## src/rtl/pipe_adder.sv

```systemverilog
// Pipelined add/subtract unit: WIDTH bits split into STAGES carry-chained slices,
// one slice per stage, with a valid/ready handshake and full-pipeline stall.
`ifndef W_COE
`define W_COE 8
`endif

module pipe_adder_stage #(
  parameter int WIDTH = 8,
  parameter int CW    = 4,
  parameter int K     = 0
) (
  input  logic             clk,
  input  logic             rst,
  input  logic             adv,
  input  logic [WIDTH-1:0] a,
  input  logic [WIDTH-1:0] b,
  input  logic [WIDTH-1:0] s,
  input  logic             ci,
  output logic [WIDTH-1:0] aq,
  output logic [WIDTH-1:0] bq,
  output logic [WIDTH-1:0] sq,
  output logic             cq
);
  localparam int LO = K * CW;

  logic [CW:0]      slc;
  logic [WIDTH-1:0] s_nxt;

  always_comb begin
    slc = {1'b0, a[LO +: CW]} + {1'b0, b[LO +: CW]} + {{CW{1'b0}}, ci};
    s_nxt = s;
    s_nxt[LO +: CW] = slc[CW-1:0];
  end

  // operands travel whole so later slices and the final overflow test see them
  always_ff @(posedge clk or posedge rst) begin
    if (rst) begin
      aq <= '0;
      bq <= '0;
      sq <= '0;
      cq <= 1'b0;
    end else if (adv) begin
      aq <= a;
      bq <= b;
      sq <= s_nxt;
      cq <= slc[CW];
    end
  end
endmodule

module pipe_adder #(
  parameter int WIDTH  = `W_COE,
  parameter int STAGES = 2
) (
  input  logic             clk,
  input  logic             rst,
  input  logic             in_valid,
  output logic             in_ready,
  input  logic [WIDTH-1:0] a,
  input  logic [WIDTH-1:0] b,
  input  logic             cin,
  input  logic             sub,
  output logic             out_valid,
  input  logic             out_ready,
  output logic [WIDTH-1:0] sum,
  output logic             cout,
  output logic             ovf
);
  generate
    if (STAGES < 1 || STAGES > WIDTH || (WIDTH % STAGES) != 0) begin : g_bad
      $error("pipe_adder: WIDTH must be divisible by STAGES, 1 <= STAGES <= WIDTH");
    end
  endgenerate

  localparam int CW = WIDTH / STAGES;

  logic                        adv;
  logic [STAGES:0]             vld_pipe;
  logic [STAGES:0][WIDTH-1:0]  a_p, b_p, s_p;
  logic [STAGES:0]             c_p;
  logic                        unused;

  assign adv      = !(out_valid && !out_ready);
  assign in_ready = adv;

  assign vld_pipe[0] = in_valid;
  assign a_p[0]      = a;
  assign b_p[0]      = sub ? ~b : b;
  assign s_p[0]      = '0;
  assign c_p[0]      = sub | cin;

  always_ff @(posedge clk or posedge rst) begin
    if (rst)      vld_pipe[STAGES:1] <= '0;
    else if (adv) vld_pipe[STAGES:1] <= vld_pipe[STAGES-1:0];
  end

  genvar k;
  generate
    for (k = 0; k < STAGES; k++) begin : g_stg
      pipe_adder_stage #(.WIDTH(WIDTH), .CW(CW), .K(k)) u_stg (
        .clk (clk),
        .rst (rst),
        .adv (adv),
        .a   (a_p[k]),
        .b   (b_p[k]),
        .s   (s_p[k]),
        .ci  (c_p[k]),
        .aq  (a_p[k+1]),
        .bq  (b_p[k+1]),
        .sq  (s_p[k+1]),
        .cq  (c_p[k+1])
      );
    end
  endgenerate

  assign out_valid = vld_pipe[STAGES];
  assign sum       = s_p[STAGES];
  assign cout      = c_p[STAGES];
  assign ovf       = (a_p[STAGES][WIDTH-1] == b_p[STAGES][WIDTH-1]) &&
                     (s_p[STAGES][WIDTH-1] != a_p[STAGES][WIDTH-1]);

  // only the MSBs of the last stage's operand copies feed the overflow test
  assign unused = ^{a_p[STAGES], b_p[STAGES]};
endmodule
```

## config.mk

```make
export PLATFORM = sky130hd
export DESIGN_NAME = pipe_adder
export DESIGN_NICKNAME = d
export VERILOG_FILES = /design/src/rtl/pipe_adder.sv
export SDC_FILE = /design/constraint.sdc
export NUM_CORES = 1
export LEC_CHECK = 0
export ABC_AREA = 1
export BUFFER_PORTS_ARGS = -buffer_cell sky130_fd_sc_hd__clkbuf_2
export CAP_MARGIN = 25
export CORE_MARGIN = 3
export CORE_UTILIZATION = 40
export DETAILED_ROUTE_END_ITERATION = 8
export SETUP_SLACK_MARGIN = 0.5
export SLEW_MARGIN = 20
export SYNTH_ARGS = -nofsm -noshare
export SYNTH_HDL_FRONTEND = slang
export SYNTH_HIERARCHICAL = 1
export SYNTH_SLANG_ARGS = --single-unit
```

## constraint.sdc

```tcl
create_clock -name clk -period 4.05 [get_ports clk]
set_clock_uncertainty 0.1 [all_clocks]
set_input_delay 0.81 -clock clk [delete_from_list [all_inputs] [get_ports clk]]
set_output_delay 0.81 -clock clk [all_outputs]
set_load 0.01 [all_outputs]
```

-- Yosys cells after proc, flatten, opt, wreduce, memory -nomap -nowiden
Index checks and enable logic that the tools add are counted.
- memories kept: 0
- RAM bits: 0
- input port bits: 22
- bits in registers: 48
- ROM bits: 0
- bits in latches: 0
- output and inout bits: 12
- word-level logic and storage cells: 22
- div/mod/pow operators: 0
- eq/ne operators: 2
- multiply operators: 0
- multiplexer cells: 1
- order comparisons: 0
- add/subtract/negate cells: 4
- bitwise logic cells: 2
- reduce and logical (&&, ||, !) cells: 4
- shifts and indexed selects: 0
- operators with widths (kind ; count):
    $add A4 B4 Y5 ; 2
    $add A5 B1 Y5 ; 2
    $mux W8 ; 1
    $not A8 Y8 ; 1
    $logic_and A1 B1 Y1 ; 2
    $logic_not A1 Y1 ; 2
    $eq A1 B1 Y1 ; 1
    $ne A1 B1 Y1 ; 1
    $or A1 B1 Y1 ; 1

-- Longest topological paths before layout
- word-level depth: 4
- mapped depth: 8
- mapped depth without buffers: 7

-- Cells and area by module
Netlist, hierarchy kept.
- modules (own cells, without submodules) (module ; cells an instance ; area an instance (um^2) ; instances):
    pipe_adder_stage ; 125 ; 1093.5 ; 2
    pipe_adder ; 30 ; 206.4 ; 1

-- Worst setup path before layout
No wires, ideal clock.
- path kind: input -> register
- start: input sub
- end: register g_stg[0].u_stg.sq[1]
- cell stages on the path: 6
- path buffers: 1
- setup time: 83 ps
- slack: 1704 ps
- arrival time: 2163 ps
- path through: buf_6 or2_1 fa_1 inv_1 fa_1 o21ai_0
- elaborated cells between the ends (all ways): 4
- RTL lines (what ; RTL line ; RTL):
    from (decl) ; 62 ; input logic sub,
    $or A1 B1 Y1 ; 90 ; assign c_p[0] = sub | cin;
    named net c_p[0] ; 80 ; logic [STAGES:0] c_p;
    $add A5 B1 Y5 ; 30 ; slc = {1'b0, a[LO +: CW]} + {1'b0, b[LO +: CW]} + {{CW{1'b0}}, ci};
    to (signal assigned) ; 45 ; sq <= s_nxt;
    to (decl) ; 21 ; output logic [WIDTH-1:0] sq,
The timed path passes the listed nets, and every way through them passes these cells.
A chain may end at the register's enable or synchronous reset.

-- Worst setup path after layout
- start: input out_ready
- end: output in_ready
- cells in the longest elaborated chain, start to end: 3
- ends and longest elaborated chain (what ; RTL line ; RTL):
    from (decl) ; 64 ; input logic out_ready,
    $logic_not A1 Y1 ; 83 ; assign adv = !(out_valid && !out_ready);
    $logic_and A1 B1 Y1 ; 83 ;
    $logic_not A1 Y1 ; 83 ;
    to (decl) ; 58 ; output logic in_ready,
Every way passes these cells.

==> flow_summary.json <==
{
  "worstSkewPairLatency_ps": 320,
  "routed_via_density": 4.53,
  "layout_commonest_cell": "nand2_1",
  "drtIter0Drc": 42,
  "n_antenna_cell": 0,
  "grt_pass1_vias": 1153,
  "multi_input_comb_area_sq_um": 644,
  "final_cell_mix": "nand2_1, clkbuf_2, dfrtp_1, inv_1, xor2_1",
  "routedWlPerCell_um": 11.3,
  "fin_crit_sh": 0.575,
  "cts_root_buf": "clkbuf_4",
  "rows": 21,
  "status": "finished clean",
  "grt_antenna_before_repair": 0,
  "path_clk_slew_ps": 130,
  "portBuffers": 33,
  "cp_common_cell": "clkbuf_2",
  "cp-end-kind": "output pin",
  "finalSetupViolCount": 0,
  "route.detailed.drc": 0,
  "avgSynthCellArea_sq_um": 8.14,
  "start_util": 0.426,
  "grt-busiest-layer": "met2",
  "die_x_um": 66.3,
  "power_uw": 739,
  "drive_gt1_frac": 0.190,
  "cts_hold_buffers": 0,
  "worstHoldPathType": "in -> async",
  "grt_pass1_wl_um": 4830,
  "vdd_drop_max_uv": 149,
  "syn_to_final_growth_pct": 11.9,
  "fillCellCount": 355,
  "num_vias": 1137,
  "h-tree-depth": 1,
  "postRouteAntennaNets": 0,
  "max-cap-violations": 0,
  "cts-resized-gates": 0,
  "rsz0062_at_grt": "no",
  "yosysWarningCount": 6,
  "setup_tns_ps": 0,
  "grtUsageTotal": 0.143,
  "period_needed_ps": 2330,
  "postSynthNetCount": 211,
  "gr-usage-met1": 0.177,
  "path_class": "in -> out",
  "netlist_area_sq_um": 1460,
  "relSlewSlack": 0.665,
  "hpwlAfterDp_um": 2230,
  "overflow": 0,
  "cp.required_ps": 3140,
  "die_h_um": 66.3,
  "place.gp.congestion": 0.775,
  "use_met3": 0.0153,
  "numCtsBuffers": 3,
  "totalWireLength_um": 2840,
  "clock-sinks": 26,
  "fp.dieArea_sq_um": 4400,
  "power_density_nw_per_um2": 453,
  "nNetsFinal": 239,
  "drv_slew": 0,
  "cp_cell_sequence": "clkbuf_2, inv_1, nand2_1, buf_4, clkbuf_2",
  "tritoncts": "built",
  "worst_slew_pin_slew_ps": 502,
  "finalHoldViolCount": 0,
  "first_pass_iters": 5,
  "synth_cells": 179,
  "cpMaxStageDelayCell": "buf_4",
  "grt_max_degree": 27,
  "io_pins": 34,
  "grtUsageMet2": 0.244,
  "max_stage_delay_ps": 270,
  "critPathMaxFanout": 26,
  "fmax_mhz": 429,
  "cp-start-kind": "input port",
  "regArea_sq_um": 651,
  "cp.arrival_ps": 1420,
  "core_sq_um": 3420,
  "clk_path_buf_depth": 2,
  "post-cts-setup-buffer-count": 0,
  "p_leak_nw": 0.943
}
sequential cells by signal (all words and copies together) (netlist names):
| name | count |
|---|---|
| g_stg.u_stg/sq | 12 |
| g_stg.u_stg/aq | 5 |
| vld_pipe | 1 |
| g_stg.u_stg/bq | 5 |
| g_stg.u_stg/cq | 2 |
| out_valid | 1 |
power by group:
part	switching (mW)	leakage, nW	total, mW	internal [mW]
registers	0.0427	0.311	0.368	0.325
clock network	0.0762	0.0138	0.111	0.0350
logic	0.152	0.618	0.260	0.108
worst max-delay path: cells and delay by family:
family / cells / cell delay, ps
buffers and inverters: 4 / 560
AND/OR/NAND/NOR: 1 / 40
through the flow:
step,std cells,worst slack [ps],hold slack [ps],area (sq um),utilization
2_1_floorplan,179,1700,320,1460,-
3_3_place_gp,248,1570,331,1610,0.471
3_5_place_dp,248,1480,360,1610,0.471
4_1_cts,251,1720,224,1630,0.477
5_1_grt,251,1660,241,1630,0.477
6_report,251,1720,218,1630,0.477
final timing paths:
path                                       from                   end  slack [ps]  depth (start not counted)
max in group asynchronous                   rst     g_stg[0].u_stg/cq        3130                          2
setup / recovery                      out_ready              in_ready        1720                          5
min in group clk                    vld_pipe[1]             out_valid         390                          2
hold reg to reg                     vld_pipe[1]             out_valid         390                          2
hold / removal                              rst           vld_pipe[1]         220                          2
setup reg to reg           g_stg[0].u_stg/aq[4]  g_stg[1].u_stg/sq[5]        2330                          4
per-layer routing:
layer | vias to the layer above | share of wire
li1 | 588 | -
met1 | 509 | 0.46
met2 | 35 | 0.48
met3 | 5 | 0.040
met4 | 0 | 0.023
met5 | - | 0
area by class of cell:
class	instances	area share
well taps	46	0.0353
inverters	22	0.0507
flip-flops and latches	26	0.399
multi-input cells	120	0.395
clock buffers	3	0.0138
repair buffers	34	0.106
(Power assumes the default switching activity.)
